$ cat config.mk
export PLATFORM = sky130hd
export DESIGN_NAME = wb_mem_master_flat
export DESIGN_NICKNAME = d
export VERILOG_FILES = /design/src/rtl/wb_pkg.sv /design/src/rtl/wb_mem_master_if.sv /design/src/rtl/wb_load_extend.sv /design/src/rtl/wb_mem_master.sv /design/src/flat_wrapper.sv
export SDC_FILE = /design/constraint.sdc
export NUM_CORES = 1
export LEC_CHECK = 0
export CORE_MARGIN = 4
export CORE_UTILIZATION = 42
export DETAILED_ROUTE_END_ITERATION = 10
export PLACE_DENSITY = 0.81
export RECOVER_POWER = 100
export SYNTH_ARGS = -nofsm -noshare
export SYNTH_HDL_FRONTEND = slang
export SYNTH_HIERARCHICAL = 1
export SYNTH_SLANG_ARGS = --single-unit
$ cat constraint.sdc
create_clock -name iClk -period 2.2 [get_ports iClk]
set_clock_uncertainty 0.1 [all_clocks]
set_input_delay 0.44 -clock iClk [delete_from_list [all_inputs] [get_ports iClk]]
set_output_delay 0.44 -clock iClk [all_outputs]
set_load 0.1 [all_outputs]
$ cat src/rtl/wb_pkg.sv
// Shared Wishbone master types: access widths, master FSM states, default timeout
// and small address/width helpers.
package wb_pkg;

    typedef enum logic [1:0] {
        WB_BYTE = 2'b00,
        WB_HALF = 2'b01,
        WB_WORD = 2'b10
    } wb_width_t;

    typedef enum logic [1:0] {
        IDLE = 2'b00,
        BUS  = 2'b01,
        RESP = 2'b10
    } wb_mstate_t;

    localparam int WB_TIMEOUT_DEFAULT = 255;

    // Width code 11 has no meaning of its own and behaves as a word access.
    function automatic wb_width_t wb_norm_width(input logic [1:0] w);
        return (w == 2'b11) ? WB_WORD : wb_width_t'(w);
    endfunction

    function automatic logic wb_misaligned(input wb_width_t w, input logic [1:0] a);
        case (w)
            WB_HALF: return a[0];
            WB_WORD: return (a != 2'b00);
            default: return 1'b0;
        endcase
    endfunction

endpackage

$ cat src/rtl/wb_mem_master_if.sv
// Wishbone classic bus bundle between a memory-stage master and a slave.
interface WISHBONE_IF;
    logic        cyc;
    logic        stb;
    logic        we;
    logic [31:0] addr;
    logic [1:0]  width;
    logic [31:0] data_write;
    logic [31:0] data_read;
    logic        ack;

    modport master (output cyc, stb, we, addr, width, data_write,
                    input  data_read, ack);
    modport slave  (input  cyc, stb, we, addr, width, data_write,
                    output data_read, ack);
endinterface

$ cat src/rtl/wb_load_extend.sv
// Right-justified load data extension: byte/half are sign- or zero-extended,
// word passes through unchanged.
module wb_load_extend
    import wb_pkg::*;
(
    input  wb_width_t   width,
    input  logic        is_unsigned,
    input  logic [31:0] raw,
    output logic [31:0] ext
);

    always_comb begin
        ext = raw;
        case (width)
            WB_BYTE: ext = {{24{raw[7]  & ~is_unsigned}}, raw[7:0]};
            WB_HALF: ext = {{16{raw[15] & ~is_unsigned}}, raw[15:0]};
            default: ext = raw;
        endcase
    end

endmodule

$ cat src/rtl/wb_mem_master.sv
// Memory-stage Wishbone classic master: one load/store at a time, misalignment
// rejected without a bus cycle. Optional BUS watchdog enabled by WB_TIMEOUT_EN.
module wb_mem_master
    import wb_pkg::*;
#(
    parameter int TIMEOUT_CYCLES = WB_TIMEOUT_DEFAULT
) (
    input  logic        iClk,
    input  logic        iRst,
    input  logic        req_valid,
    output logic        req_ready,
    input  logic        req_we,
    input  logic [31:0] req_addr,
    input  logic [1:0]  req_width,
    input  logic        req_unsigned,
    input  logic [31:0] req_wdata,
    output logic        rsp_valid,
    output logic [31:0] rsp_rdata,
    output logic        rsp_err,
    output logic        busy,
    WISHBONE_IF.master  mem_wb
);

    wb_mstate_t  state, state_n;
    logic        we_q, uns_q, err_q;
    logic [31:0] addr_q, wdata_q, rdata_q, rdata_ext;
    wb_width_t   width_q, req_width_n;
    logic        req_misaligned;
    logic        tmo_expire;

    assign req_width_n    = wb_norm_width(req_width);
    assign req_misaligned = wb_misaligned(req_width_n, req_addr[1:0]);

`ifdef WB_TIMEOUT_EN
    localparam int TW = $clog2(TIMEOUT_CYCLES + 1);
    logic [TW-1:0] tmo_cnt;

    always_ff @(posedge iClk) begin
        if (iRst || state != BUS)
            tmo_cnt <= '0;
        else if (!mem_wb.ack)
            tmo_cnt <= tmo_cnt + TW'(1);
    end

    // Expire on the cycle whose increment would reach the limit; ack wins.
    assign tmo_expire = (state == BUS) && !mem_wb.ack &&
                        (tmo_cnt == TW'(TIMEOUT_CYCLES - 1));
`else
    assign tmo_expire = 1'b0;
`endif

    always_ff @(posedge iClk) begin
        if (iRst)
            state <= IDLE;
        else
            state <= state_n;
    end

    always_comb begin
        state_n = state;
        case (state)
            IDLE:    if (req_valid) state_n = req_misaligned ? RESP : BUS;
            BUS:     if (mem_wb.ack || tmo_expire) state_n = RESP;
            RESP:    state_n = IDLE;
            default: state_n = IDLE;
        endcase
    end

    always_ff @(posedge iClk) begin
        if (iRst) begin
            we_q    <= 1'b0;
            uns_q   <= 1'b0;
            err_q   <= 1'b0;
            addr_q  <= '0;
            wdata_q <= '0;
            rdata_q <= '0;
            width_q <= WB_BYTE;
        end else begin
            case (state)
                IDLE: if (req_valid) begin
                    we_q    <= req_we;
                    uns_q   <= req_unsigned;
                    err_q   <= req_misaligned;
                    addr_q  <= req_addr;
                    wdata_q <= req_wdata;
                    width_q <= req_width_n;
                end
                BUS: if (mem_wb.ack) begin
                    rdata_q <= mem_wb.data_read;
                    err_q   <= 1'b0;
                end else if (tmo_expire) begin
                    err_q   <= 1'b1;
                end
                default: ;
            endcase
        end
    end

    wb_load_extend u_ext (
        .width       (width_q),
        .is_unsigned (uns_q),
        .raw         (rdata_q),
        .ext         (rdata_ext)
    );

    always_comb begin
        req_ready         = 1'b0;
        busy              = 1'b0;
        rsp_valid         = 1'b0;
        rsp_err           = 1'b0;
        rsp_rdata         = '0;
        mem_wb.cyc        = 1'b0;
        mem_wb.stb        = 1'b0;
        mem_wb.we         = 1'b0;
        mem_wb.addr       = '0;
        mem_wb.width      = 2'b00;
        mem_wb.data_write = '0;
        case (state)
            IDLE: req_ready = 1'b1;
            BUS: begin
                busy         = 1'b1;
                mem_wb.cyc   = 1'b1;
                mem_wb.stb   = 1'b1;
                mem_wb.we    = we_q;
                mem_wb.addr  = addr_q;
                mem_wb.width = width_q;
                case (width_q)
                    WB_BYTE: mem_wb.data_write = {24'd0, wdata_q[7:0]};
                    WB_HALF: mem_wb.data_write = {16'd0, wdata_q[15:0]};
                    default: mem_wb.data_write = wdata_q;
                endcase
            end
            RESP: begin
                busy      = 1'b1;
                rsp_valid = 1'b1;
                rsp_err   = err_q;
                rsp_rdata = (we_q || err_q) ? 32'd0 : rdata_ext;
            end
            default: ;
        endcase
    end

endmodule

$ cat src/flat_wrapper.sv
// flat-port wrapper written by rule: the top's interface ports become plain ports
module wb_mem_master_flat import wb_pkg::*;
#(
    parameter int TIMEOUT_CYCLES = WB_TIMEOUT_DEFAULT
)
  (iClk, iRst, req_valid, req_ready, req_we, req_addr, req_width, req_unsigned, req_wdata, rsp_valid, rsp_rdata, rsp_err, busy, mem_wb_cyc, mem_wb_stb, mem_wb_we, mem_wb_addr, mem_wb_width, mem_wb_data_write, mem_wb_data_read, mem_wb_ack);
  WISHBONE_IF mem_wb_i ();
  input  logic iClk;
  input  logic iRst;
  input  logic req_valid;
  output logic req_ready;
  input  logic req_we;
  input  logic [31:0] req_addr;
  input  logic [1:0] req_width;
  input  logic req_unsigned;
  input  logic [31:0] req_wdata;
  output logic rsp_valid;
  output logic [31:0] rsp_rdata;
  output logic rsp_err;
  output logic busy;
  output wire logic [$bits(mem_wb_i.cyc)-1:0] mem_wb_cyc;
  output wire logic [$bits(mem_wb_i.stb)-1:0] mem_wb_stb;
  output wire logic [$bits(mem_wb_i.we)-1:0] mem_wb_we;
  output wire logic [$bits(mem_wb_i.addr)-1:0] mem_wb_addr;
  output wire logic [$bits(mem_wb_i.width)-1:0] mem_wb_width;
  output wire logic [$bits(mem_wb_i.data_write)-1:0] mem_wb_data_write;
  input wire logic [$bits(mem_wb_i.data_read)-1:0] mem_wb_data_read;
  input wire logic [$bits(mem_wb_i.ack)-1:0] mem_wb_ack;
  assign mem_wb_cyc = mem_wb_i.cyc;
  assign mem_wb_stb = mem_wb_i.stb;
  assign mem_wb_we = mem_wb_i.we;
  assign mem_wb_addr = mem_wb_i.addr;
  assign mem_wb_width = mem_wb_i.width;
  assign mem_wb_data_write = mem_wb_i.data_write;
  assign mem_wb_i.data_read = mem_wb_data_read;
  assign mem_wb_i.ack = mem_wb_ack;
  wb_mem_master #(.TIMEOUT_CYCLES(TIMEOUT_CYCLES)) u_core (.iClk(iClk), .iRst(iRst), .req_valid(req_valid), .req_ready(req_ready), .req_we(req_we), .req_addr(req_addr), .req_width(req_width), .req_unsigned(req_unsigned), .req_wdata(req_wdata), .rsp_valid(rsp_valid), .rsp_rdata(rsp_rdata), .rsp_err(rsp_err), .busy(busy), .mem_wb(mem_wb_i));
endmodule
==> results.py <==
metrics = {
    "critical_path": {
        "critPathKind": "reg -> out",
        "reg2reg_depth": 8,
        "worstPathArrival_ns": 1.75,
        "critPathRequiredTime_ns": 1.66,
        "endpoint_kind": "output port",
        "reg2reg_slack_ns": 0.13,
        "critPathMaxFanout": 8,
        "r2r-end": "u_core/err_q$_SDFFE_PP0P_",
        "r2r-start": "u_core/state[0]$_SDFFE_PP0P_",
        "crit_path_start_kind": "flip-flop",
    },
    "synthesis": {
        "yosysSeqAreaShare_pct": 44.1,
        "synthArstFlopShare_pct": 0,
        "synthFlopType": "dfxtp_1",
        "avgSynthCellArea_um2": 7.28,
        "synth.area.top_cells": "dfxtp_1, nand2_1, and2_1",
        "synth.most_common_cell": "nand2_1",
        "synth_cell_type_count": 30,
        "ys.warnings.count": 6,
        "synth_edf_count": 0,
        "synthTopCellsByCount": "nand2_1, dfxtp_1, a21oi_1, and2_1, clkbuf_1",
        "synth_seq_cells": 103,
        "yosys.area.top_type": "dfxtp_1",
        "syn_inst": 642,
        "synth_fp_nets": 749,
        "syn_area_mm2": 0.00468,
        "yosys.area.top_type_share_pct": 44.1,
    },
    "timing": {
        "period_needed_ns": 2.29,
        "worst_pin_slew_ns": 0.553,
        "fmax_mhz": 436,
        "setup_violations": 67,
        "hold_violations": 0,
        "fin_ws_ns": -0.0944,
        "rsz0062_at_grt": "yes",
        "slew_headroom_pct": 63.1,
        "min_period_over_period_pct": 104,
        "maxSlewViolCount": 0,
    },
    "clock_tree": {
        "clock_sinks": 103,
        "cts_hold_buf": 0,
        "cts.path.max_buffers": 2,
        "path_clk_slew_ns": 0.10,
        "clock_latency_ns": 0.36,
        "cts-htree-levels": 3,
        "cts_tree": "done",
        "cts_buffers": 9,
        "cts-root-buf": "clkbuf_8",
    },
    "grt": {
        "antenna_found_initial": 1,
        "grt_pass1_wl_um": 25300,
        "grtUsageTotal_pct": 24.3,
        "grt_overflow": 0,
        "grt_max_degree": 54,
        "grt_pass1_vias": 5027,
    },
    "place": {
        "placed_cell_area_mm2": 0.00807,
        "globalplace.congestion": 0.773,
        "placed_cells": 943,
        "portBuffers": 208,
        "hpwl_um": 11500,
    },
    "worst_hold_path": {
        "hold_path_depth": 2,
        "worstHoldStart": "u_core/addr_q[0]$_SDFFE_PP0P_",
        "min_path_type": "reg -> reg",
        "holdPathEnd": "u_core/addr_q[0]$_SDFFE_PP0P_",
    },
    "floorplanning": {
        "die_y_um": 114,
        "die_x_um": 114,
        "dieArea_mm2": 0.0129,
        "rows": 38,
        "core_area_mm2": 0.0109,
        "io_pins": 209,
        "start_util_pct": 42.9,
    },
    "cells_and_area": {
        "area_growth_pct": 81.9,
        "final_area_mm2": 0.00851,
        "nNetsFinal": 932,
        "final_core_util_pct": 78.1,
        "fin_cells": 971,
        "drive_above_1_share_pct": 32.0,
    },
    "routing": {
        "wl_per_cell_um": 17.2,
        "remaining_drc_errors": 0,
        "vias": 5017,
        "dr.pass1.iters": 5,
        "dr.first_iter.drc_count": 344,
        "routed_wirelength_um": 16700,
        "ant_nets": 0,
        "avgViaCountPerCell": 5.17,
    },
    "pwr": {
        "peakVddDrop_v": 0.000347,
        "power.density_mw_per_mm2": 531,
        "power_leakage_nw": 3.33,
    },
    "flow_run": {
        "drv_cap": 0,
    },
    "status": {
        "violations": "setup timing",
        "status": "complete, but fails checks",
    },
}
==> per-stage QoR <==
step | hold slack, ns | setup TNS [ns] | power (W) | setup slack [ns]
floorplan | 0.332 | -0.854 | 0.00267 | -0.124
global placement | 0.336 | 0 | 0.00308 | 0.264
detailed placement | 0.344 | 0 | 0.00312 | 0.214
CTS | 0.351 | -2.75 | 0.00450 | -0.0963
global route | 0.354 | -8.14 | 0.00470 | -0.140
finish | 0.354 | -2.64 | 0.00451 | -0.0944
==> report_power, final <==
group          switching (W)  internal [W]  leakage, nW
clock network       0.000656      0.000709        0.117
logic               0.000625      0.000482         2.37
registers          0.0000625       0.00198        0.844
total                0.00134       0.00317         3.33
==> what timing repair did <==
action / in CTS / in global routing
buffers inserted: 4 / 2
resized for setup: 17 / 11
endpoints found under the setup margin: 72 / 41
pin swaps: 2 / 8
cloned: 1 / 6
==> worst max-delay path by stage <==
stage	start	to	slack (ns)	cells after the start
floorplan	u_core/state[0]$_SDFFE_PP0P_	rsp_rdata[10]	-0.12	5
CTS	u_core/state[0]$_SDFFE_PP0P_	rsp_rdata[6]	-0.1	7
detailed placement	req_valid	u_core/addr_q[22]$_SDFFE_PP0P_	0.21	5
finish	u_core/width_q[1]$_SDFFE_PP0P_	rsp_rdata[9]	-0.09	4
global route	u_core/width_q[1]$_SDFFE_PP0P_	rsp_rdata[9]	-0.14	4
global placement	u_core/state[0]$_SDFFE_PP0P_	rsp_rdata[31]	0.26	6
==> kinds of logic (layout without fill, tap and decap cells) <==
| logic type | Yosys count | in the layout | synth area share [%] |
|---|---|---|---|
| and+or+nand+nor | 340 | 340 | 33.8 |
| other | 0 | 1 | 0 |
| AOI/OAI and AO/OA | 131 | 131 | 14.3 |
| muxes | 1 | 1 | 0.294 |
| buffers and inverters | 64 | 252 | 6.69 |
| DFF | 103 | 103 | 44.1 |
| adders and majority gates | 3 | 3 | 0.803 |
==> critical path: stages, from the launching register on <==
cell     delay [ns]
dfxtp_2        0.36
or4b_4         0.60
nand2_1        0.12
and2_4         0.16
buf_12         0.16
==> placed cells by master (no fill, tap or decap), drive strengths merged <==
cell and instances:
clkbuf 17, clkinv 2, bufinv 2, diode 1, or4 1, or2 1, nand3b 1, and2 86
clkdlybuf4s50 102, o21a 1, o21ai 26, nand2b 1, a211oi 1, nor2b 2, o32ai 1, and3 16
nand2 225, or3 1, ha 3, inv 2, a31oi 1, buf 127, or4b 1, nor2 4
mux2i 1, nor3b 1, dfxtp 103, a21oi 101
==> flip-flops by register name, summed over array words and instances, names as in the netlist <==
signal,count
u_core/state,2
u_core/addr_q,32
u_core/wdata_q,32
u_core/width_q,2
u_core/rdata_q,32
u_core/err_q,1
u_core/we_q,1
u_core/uns_q,1
==> area by class of cell <==
cell class | instances | area, um2
well taps | 140 | 175
fillers | 723 | 2380
multi-input cells | 475 | 2550
clock buffers | 12 | 155
inverters | 2 | 7.51
clock inverters | 4 | 77.6
repair buffers | 234 | 3470
flip-flops and latches | 103 | 2070
diodes | 1 | 2.50
==> metal layers <==
layer	global-route usage (%)	routed length [um]	vias to the layer above
met5	0	0	-
li1	-	-	2410
met1	26.2	5950	2347
met4	9.62	634	0
met3	8.06	1450	42
met2	43.7	8660	218
Power figures use the tool's default switching activity.
